--- config.mk ---
export PLATFORM = sky130hd
export DESIGN_NAME = pipe_stage_reg
export DESIGN_NICKNAME = d
export VERILOG_FILES = /design/src/rtl/pipe_pkg.sv /design/src/rtl/sat_counter.sv /design/src/rtl/pipe_stage_reg.sv
export SDC_FILE = /design/constraint.sdc
export NUM_CORES = 1
export LEC_CHECK = 0
export BUFFER_PORTS_ARGS = -buffer_cell sky130_fd_sc_hd__buf_2
export CORE_MARGIN = 2
export CORE_UTILIZATION = 38
export CTS_BUF_LIST = sky130_fd_sc_hd__clkbuf_4
export DETAILED_ROUTE_END_ITERATION = 8
export HOLD_SLACK_MARGIN = 0.05
export PLACE_DENSITY_LB_ADDON = 0.25
export SLEW_MARGIN = 40
export SYNTH_ARGS = -nofsm -noshare
export SYNTH_HDL_FRONTEND = slang
export SYNTH_SLANG_ARGS = --single-unit
--- constraint.sdc ---
create_clock -name clk -period 6.6 [get_ports clk]
set_clock_uncertainty 0.1 [all_clocks]
set_input_delay 0.99 -clock clk [delete_from_list [all_inputs] [get_ports clk]]
set_output_delay 0.99 -clock clk [all_outputs]
set_load 0.05 [all_outputs]
--- src/rtl/pipe_pkg.sv ---
// rtl/pipe_pkg.sv - shared types and constants for pipeline stage registers
package pipe_pkg;

    // Occupancy of a stage register when the skid entry is built in.
    typedef enum logic [1:0] {
        EMPTY = 2'd0,
        ONE   = 2'd1,
        TWO   = 2'd2
    } pipe_state_e;

    // A bubble is an all-zero control bundle; replicate this bit to CTRL_W.
    localparam logic CTRL_BUBBLE = 1'b0;

    // EX/MEM control bundle, packed to 16 bits to match the default CTRL_W.
    typedef struct packed {
        logic [3:0] rsvd;
        logic       reg_we;
        logic       mem_we;
        logic [1:0] wd_sel;
        logic [2:0] sl_type;
        logic [4:0] rd;
    } ex_mem_ctrl_t;

    // MEM/WB control bundle, packed to 16 bits.
    typedef struct packed {
        logic [7:0] rsvd;
        logic       reg_we;
        logic [1:0] wd_sel;
        logic [4:0] rd;
    } mem_wb_ctrl_t;

endpackage

--- src/rtl/sat_counter.sv ---
// rtl/sat_counter.sv - saturating up-counter with increment enable
//
// Ports:
//   clk  - clock, rising edge
//   rst  - asynchronous active-high reset, clears the count
//   inc  - increment by one this cycle
//   cnt  - current count; sticks at all-ones
module sat_counter #(
    parameter int WIDTH = 16
) (
    input  logic             clk,
    input  logic             rst,
    input  logic             inc,
    output logic [WIDTH-1:0] cnt
);

    always_ff @(posedge clk or posedge rst) begin
        if (rst) begin
            cnt <= '0;
        end else if (inc && (cnt != '1)) begin
            cnt <= cnt + WIDTH'(1);
        end
    end

endmodule

--- src/rtl/pipe_stage_reg.sv ---
// rtl/pipe_stage_reg.sv - valid/ready pipeline stage register with flush and stall counter
//
// Optional skid entry enabled by defining PIPE_STAGE_SKID_EN.
//
// Ports:
//   clk, rst             - clock and asynchronous active-high reset
//   in_valid / in_ready  - upstream handshake
//   in_ctrl / in_data    - upstream control bundle and payload
//   out_valid / out_ready- downstream handshake
//   out_ctrl / out_data  - registered control (zero when not valid) and payload
//   flush                - discard stored and incoming beats
//   stall_cnt            - saturating count of cycles stalled by downstream
module pipe_stage_reg
    import pipe_pkg::*;
#(
    parameter int CTRL_W      = 16,
    parameter int DATA_W      = 96,
    parameter int STALL_CNT_W = 16
) (
    input  logic                   clk,
    input  logic                   rst,
    input  logic                   in_valid,
    output logic                   in_ready,
    input  logic [CTRL_W-1:0]      in_ctrl,
    input  logic [DATA_W-1:0]      in_data,
    output logic                   out_valid,
    input  logic                   out_ready,
    output logic [CTRL_W-1:0]      out_ctrl,
    output logic [DATA_W-1:0]      out_data,
    input  logic                   flush,
    output logic [STALL_CNT_W-1:0] stall_cnt
);

    localparam logic [CTRL_W-1:0] BUBBLE = {CTRL_W{CTRL_BUBBLE}};

    logic xfer_in;
    logic xfer_out;

    assign xfer_in  = in_valid && in_ready;
    assign xfer_out = out_valid && out_ready;

    // Flush cycles still count as stalled if downstream is not ready.
    sat_counter #(
        .WIDTH (STALL_CNT_W)
    ) u_stall_cnt (
        .clk (clk),
        .rst (rst),
        .inc (out_valid && !out_ready),
        .cnt (stall_cnt)
    );

`ifdef PIPE_STAGE_SKID_EN

    pipe_state_e         state_q;
    pipe_state_e         state_d;
    logic [CTRL_W-1:0]   skid_ctrl;
    logic [DATA_W-1:0]   skid_data;

    // Both derive from the state register only, so out_ready never
    // reaches in_ready combinationally.
    assign in_ready  = (state_q != TWO);
    assign out_valid = (state_q != EMPTY);

    always_ff @(posedge clk or posedge rst) begin
        if (rst) begin
            state_q <= EMPTY;
        end else begin
            state_q <= state_d;
        end
    end

    always_comb begin
        state_d = state_q;
        if (flush) begin
            state_d = EMPTY;
        end else begin
            case (state_q)
                EMPTY: if (xfer_in) state_d = ONE;
                ONE: begin
                    if (xfer_in && !xfer_out) begin
                        state_d = TWO;
                    end else if (!xfer_in && xfer_out) begin
                        state_d = EMPTY;
                    end
                end
                TWO:     if (xfer_out) state_d = ONE;
                default: state_d = EMPTY;
            endcase
        end
    end

    always_ff @(posedge clk or posedge rst) begin
        if (rst) begin
            out_ctrl  <= '0;
            out_data  <= '0;
            skid_ctrl <= '0;
            skid_data <= '0;
        end else if (flush) begin
            out_ctrl  <= BUBBLE;
            skid_ctrl <= BUBBLE;
        end else begin
            case (state_q)
                EMPTY: begin
                    if (xfer_in) begin
                        out_ctrl <= in_ctrl;
                        out_data <= in_data;
                    end
                end
                ONE: begin
                    if (xfer_in && xfer_out) begin
                        out_ctrl <= in_ctrl;
                        out_data <= in_data;
                    end else if (xfer_in) begin
                        skid_ctrl <= in_ctrl;
                        skid_data <= in_data;
                    end else if (xfer_out) begin
                        out_ctrl <= BUBBLE;
                    end
                end
                TWO: begin
                    // Older beat leaves; the skid beat becomes the head.
                    if (xfer_out) begin
                        out_ctrl  <= skid_ctrl;
                        out_data  <= skid_data;
                        skid_ctrl <= BUBBLE;
                    end
                end
                default: out_ctrl <= BUBBLE;
            endcase
        end
    end

`else

    assign in_ready = !out_valid || out_ready;

    always_ff @(posedge clk or posedge rst) begin
        if (rst) begin
            out_valid <= 1'b0;
            out_ctrl  <= '0;
            out_data  <= '0;
        end else if (flush) begin
            // Upstream still sees its beat consumed; it is dropped here.
            out_valid <= 1'b0;
            out_ctrl  <= BUBBLE;
        end else if (xfer_in) begin
            out_valid <= 1'b1;
            out_ctrl  <= in_ctrl;
            out_data  <= in_data;
        end else if (xfer_out) begin
            out_valid <= 1'b0;
            out_ctrl  <= BUBBLE;
        end
    end

`endif

endmodule

==> run metrics, run 1 <==
Clock Tree Buf Depth=2; Final setup viols=0; Die Width=119 µm; crit-path max cell delay=0.44 ns; CTS root buffer=clkbuf_4; share of cells above drive strength 1=54.0%; Iter 0 DRT Violations=189; first-pass GRT wire length=18200 µm; core area=0.0131 mm²; worst path bufs/invs=3; Leak Pwr=3.35 nW; top-count cell post-synth=dfrtp_1; post-synth top area cell=dfrtp_1; CTS tree=done; via count=3619; routability cong.=0.790; I/O Buffers=246; post-route setup TNS=0 ns; ANT nets after route=0; syn nets=441; Synth top area share=64.0%; CP required=5.51 ns; synth warn=0; Slew Viols, Final=0; sequential element share of the synthesized area=64.0%; clk slew on worst S/H paths=0.10 ns; Cell Area, Synth=0.00505 mm²; remaining routing DRC violations=0; #FFs+latches synth=129; ys flop type=dfrtp_1; max-cap check violation count=0; unrepaired setup endpoints after global routing=false; Starting Density=38.6%; Worst Setup End Kind=output port; Critical Path Source=out_ready; Avg Vias per Cell=4.73; critical path's slowest cell=nor2b_2; HPWL Detailed=8340 µm; # diodes=0; Reg2Reg Setup Slack=4.45 ns; drt wl/cell=14.9 µm; Worst Setup EP=in_ready; CP Max Fanout=10; Tot GR Track Use=16.5%; Hold Vio Cnt, Final=0; startpoint of the worst hold path=out_data[28]$_DFFE_PP0P_; first-pass detailed-route iteration total=4; total CTS buffers=17; Crit path arrival time=1.92 ns; CP most frequent cell=buf_2; Die H=119 µm; VDD IR max=0.000176 V; initial antenna violation count=0; crit path time final=3.01 ns; status=finished clean; WL final=11400 µm; post-cts sizing count=0; Async SR Flop Fraction=100%; CP Cell Sequence=buf_2, nor2b_2, inv_1, buf_2; Post-CTS Hold Buffers=0; reg-to-reg endpoint=out_data[70]$_DFFE_PP0P_; insertion delay to the later sink of the worst-skew pair=0.52 ns; pin count of the biggest net entering global routing=70; ranking of synthesized cells by area=dfrtp_1 (64%), mux2_1 (15%), mux2_2 (7.1%), a22o_1 (2.8%), buf_6 (1.6%); Synth Instances=323; relative slew slack=48.7%; Synth top cells by count=dfrtp_1 (129), mux2_1 (65), mux2_2 (32); die area=0.0142 mm²; Num Clock Sinks=129; Layout Area Growth over Synthesis=31.3%; Total Power=2.19 mW; gr ovfl total=0; CTS H-tree lvls=4; nets=694; Core Rows=42; Unique masters post-synth=30; Post-synth EDFFs=0; Avg Synthesized Cell Area=15.6 µm²; startpoint types=input port; type of the worst min-delay path=flip-flop to flip-flop; Reg2Reg Depth=4; Fmax=333 MHz; vias in the first global route=3709; cell depth of the worst setup path=4; cell family with most CP delay=buffers and inverters; Critical R2R Launch=out_valid$_DFFE_PP0P_; Worst Tran Pin Value=0.770 ns; num ports=247; Setup Buffers After CTS=0; Cell Pwr Density=331 mW/mm²; CP Class=input port to output port; final worst path period share=45.5%
-- worst register-to-register path, delay by kind of cell, from the launching register on --
family                 cells  cell delay, ns
buffers and inverters      1            0.63
AND/OR/NAND/NOR            2            0.47
multiplexers               1            0.43
flip-flops                 1            0.40
-- how the worst min path moves through the flow --
stage | endpoint | slack [ns] | cells after the start
final | out_data[28]$_DFFE_PP0P_ | 0.39 | 1
after floorplan | u_stall_cnt.cnt[15]$_DFFE_PP0P_ | 0.69 | 1
after CTS | out_data[62]$_DFFE_PP0P_ | 0.39 | 1
after detailed placement | out_data[29]$_DFFE_PP0P_ | 0.37 | 1
after global placement | out_data[53]$_DFFE_PP0P_ | 0.36 | 1
after global routing | out_data[28]$_DFFE_PP0P_ | 0.41 | 2
-- report_power, final --
| group | internal [mW] | switching, mW | total, mW |
|---|---|---|---|
| clock network | 0.166 | 0.262 | 0.428 |
| logic | 0.196 | 0.583 | 0.779 |
| registers | 0.910 | 0.0732 | 0.984 |
-- layout make-up --
class                   count  area, µm²
flip-flops and latches    129       3230
multi-input cells         176       1690
inverters                   2       12.5
well taps                 176        220
clock inverters             9       42.5
fillers                  1167       6460
clock buffers              23        173
repair buffers            250       1260
-- stage by stage --
step / utilization [%] / hold WS [ns] / setup WS, ns / area, µm² / instances
3_5_place_dp: 48.9 / 0.369 / 3.31 / 6400 / 733
6_report: 50.7 / 0.387 / 3.59 / 6630 / 765
5_1_grt: 50.7 / 0.406 / 3.49 / 6630 / 765
3_3_place_gp: 48.9 / 0.362 / 3.33 / 6400 / 733
4_1_cts: 50.6 / 0.393 / 3.31 / 6620 / 765
2_1_floorplan: - / 0.695 / 2.07 / 5050 / 323
-- registers in the layout (all words and copies together), names as in the netlist --
signal,count
u_stall_cnt.cnt,16
out_ctrl,16
out_data,96
out_valid,1
-- cells in the final DEF (no fill, tap or decap), types with 5 or more instances in the layout --
master / count
xnor2_1: 6
nand4_1: 5
nand2_1: 6
clkbuf_4: 23
buf_2: 246
nor3_1: 6
xor2_1: 5
nor2_1: 10
mux2_2: 32
a22o_1: 16
mux2_1: 65
dfrtp_1: 129
-- cell families (layout without fill, tap and decap cells) --
kind of cell	count (synthesis)	in the layout	share of synthesized area, %
AO/OA/AOI/OAI	22	22	4.04
XOR/XNOR	11	11	1.91
adder cells (fa/ha/maj)	1	1	0.248
buffers and inverters	18	284	2.65
flip-flops	129	129	64.0
multiplexers	99	99	22.0
AND/OR/NAND/NOR	43	43	5.13
-- layer usage --
layer,routed length (µm),vias to the layer above,track usage (%)
li1,-,1672,-
met1,4770,1738,20.5
met2,5380,188,25.8
met3,1000,21,6.32
met4,267,0,7.22
met5,0,-,0
(Power assumes the default switching activity.)
==> inputs of run 2 (changes only) <==
==> constraint.sdc (replaced) <==
create_clock -name clk -period 2.43 [get_ports clk]
set_clock_uncertainty 0.1 [all_clocks]
set_input_delay 0.3645 -clock clk [delete_from_list [all_inputs] [get_ports clk]]
set_output_delay 0.3645 -clock clk [all_outputs]
set_load 0.05 [all_outputs]
==> run 2 against run 1 <==
Compared with the run above:
- final area grew 20%
- worst setup slack worse by 3.3 ns
- via count increased by 12%
- routed wire length is 16% higher
- register-to-register slack worse by 3.9 ns
- non-clock buffer count increased by 117
- largest cell class unchanged
- largest power group unchanged
==> run metrics, run 2 (synthesis gave the netlist of run 1 again) <==
pre-CTS WS=0.559 ns; Die H=119 µm; Top reg by flops=out_data; final worst path period share=89.1%; CP Cell Sequence=nor2b_1, buf_4, inv_1, buf_2; initial antenna violation count=0; CP Class=flip-flop to output port; clk slew on worst S/H paths=0.11 ns; nets=811; Num Clock Sinks=129; cell family with most CP delay=buffers and inverters; post-route setup TNS=0 ns; Tot GR Track Use=19.4%; worst path bufs/invs=3; Avg Vias per Cell=4.61; most common cell after layout, fill and taps aside=buf_2; status=finished clean; Fmax=462 MHz; CP required=1.97 ns; post-cts sizing count=0; first-pass detailed-route iteration total=4; Post-Layout Cell Count=882; vias in the first global route=4304; share of cells above drive strength 1=45.6%; CTS H-tree lvls=4; Hold Path Sink=u_stall_cnt.cnt[0]$_DFFE_PP0P_; I/O Buffers=246; relative slew slack=72.0%; drt wl/cell=15.0 µm; Leak Pwr=3.88 nW; critical path's slowest cell=dfrtp_1; Clock Tree Buf Depth=2; max reg flops=96; max-cap check violation count=0; routability cong.=0.760; Reg2Reg Setup Slack=0.53 ns; crit path time final=2.16 ns; fillers=1030; Core Rows=42; first-pass GRT wire length=21500 µm; Die Width=119 µm; Crit path arrival time=1.70 ns; CP Max Fanout=9; unrepaired setup endpoints after global routing=false; CTS tree=done; Final setup viols=0; pin count of the biggest net entering global routing=77; num ports=247; HPWL Detailed=8620 µm; via count=4068; crit-path max cell delay=0.37 ns; Layout Area Growth over Synthesis=57.4%; CTS root buffer=clkbuf_4; core area=0.0131 mm²; Starting Density=38.6%; most frequent cells in the layout=buf_2 (246), dfrtp_1 (129), dlygate4sd3_1 (115); Iter 0 DRT Violations=189; ANT nets after route=0; WHS Path Cells=5; die area=0.0142 mm²; Worst Setup End Kind=output port; WL final=13300 µm; gr ovfl total=0; startpoint of the worst hold path=out_ready; reg-to-reg endpoint=out_data[48]$_DFFE_PP0P_; Placed Cells=735; top flop regs=out_data: 96 flops, out_ctrl: 16 flops, u_stall_cnt.cnt: 16 flops; type of the worst min-delay path=input port to flip-flop; Reg2Reg Depth=4; Worst Tran Pin Value=0.420 ns; insertion delay to the later sink of the worst-skew pair=0.52 ns; final setup margin=0.266 ns; # diodes=0; Hold Vio Cnt, Final=0; Slew Viols, Final=0; Cell Pwr Density=827 mW/mm²; Critical R2R Launch=out_valid$_DFFE_PP0P_; startpoint types=flip-flop; VDD IR max=0.000468 V; total CTS buffers=17; remaining routing DRC violations=0
==> run 2: cell count changes in the layout (fill, tap and decap cells not counted), sizes merged <==
cell,before,now
buf,250,252
bufinv,0,4
clkbuf,23,17
clkinv,8,6
clkinvlp,1,5
dlygate4sd3,0,115
==> run 2: cell type report <==
type	instances	area [µm²]	share of cell area [%]
Clock buffer	17	128	1.61
Clock inverter	15	191	2.41
Inverter	2	11.3	0.142
Multi-Input combinational cell	176	1680	21.2
Sequential cell	129	3230	40.7
Tap cell	176	220	2.77
Timing Repair Buffer	367	2480	31.2
==> run 2: metrics by stage <==
step	instance area [µm²]	hold slack, ns	util, %	power, mW
2_1_floorplan	5050	0.331	-	4.28
3_3_place_gp	6470	0.362	49.4	4.82
5_1_grt	7940	0.171	60.7	6.88
6_report	7940	0.213	60.7	6.57
3_5_place_dp	6470	0.369	49.4	4.86
4_1_cts	7940	0.152	60.7	6.65
==> run 2: tightest hold or removal path, cell delays in order <==
cell	delay, ns
buf_2	0.07
nor2b_1	0.06
buf_4	0.17
o41ai_4	0.07
xnor2_1	0.06
==> run 2: repair_timing <==
action,4_1_cts,5_1_grt
hold buffers,115,0
endpoints found under the setup margin,0,0
setup buffers,0,0
endpoints found under the hold margin,242,0
==> run 2: per-layer routing <==
| metal | global-route usage [%] | wire, µm | up-vias |
|---|---|---|---|
| li1 | - | - | 1914 |
| met1 | 22.7 | 5330 | 1974 |
| met2 | 33.3 | 6710 | 165 |
| met3 | 6.90 | 1020 | 15 |
| met4 | 6.25 | 190 | 0 |
| met5 | 0 | 0 | - |
==> run 2: worst max path at each step <==
| stage | startpoint | endpoint | slack [ns] | cells past startpoint |
|---|---|---|---|---|
| after global placement | out_valid$_DFFE_PP0P_ | out_data[23]$_DFFE_PP0P_ | 0.60 | 4 |
| final | out_valid$_DFFE_PP0P_ | in_ready | 0.27 | 4 |
| after detailed placement | out_valid$_DFFE_PP0P_ | out_data[94]$_DFFE_PP0P_ | 0.56 | 4 |
| after CTS | out_valid$_DFFE_PP0P_ | in_ready | 0.20 | 4 |
| after floorplan | rst | out_ctrl[0]$_DFFE_PP0P_ | 0.37 | 1 |
| after global routing | out_valid$_DFFE_PP0P_ | in_ready | 0.09 | 4 |
==> run 2: power breakdown <==
group	leakage [nW]	switching, mW	internal [mW]
registers	1.57	0.200	2.47
logic	2.15	1.63	0.665
clock network	0.161	0.797	0.808
total	3.88	2.62	3.95
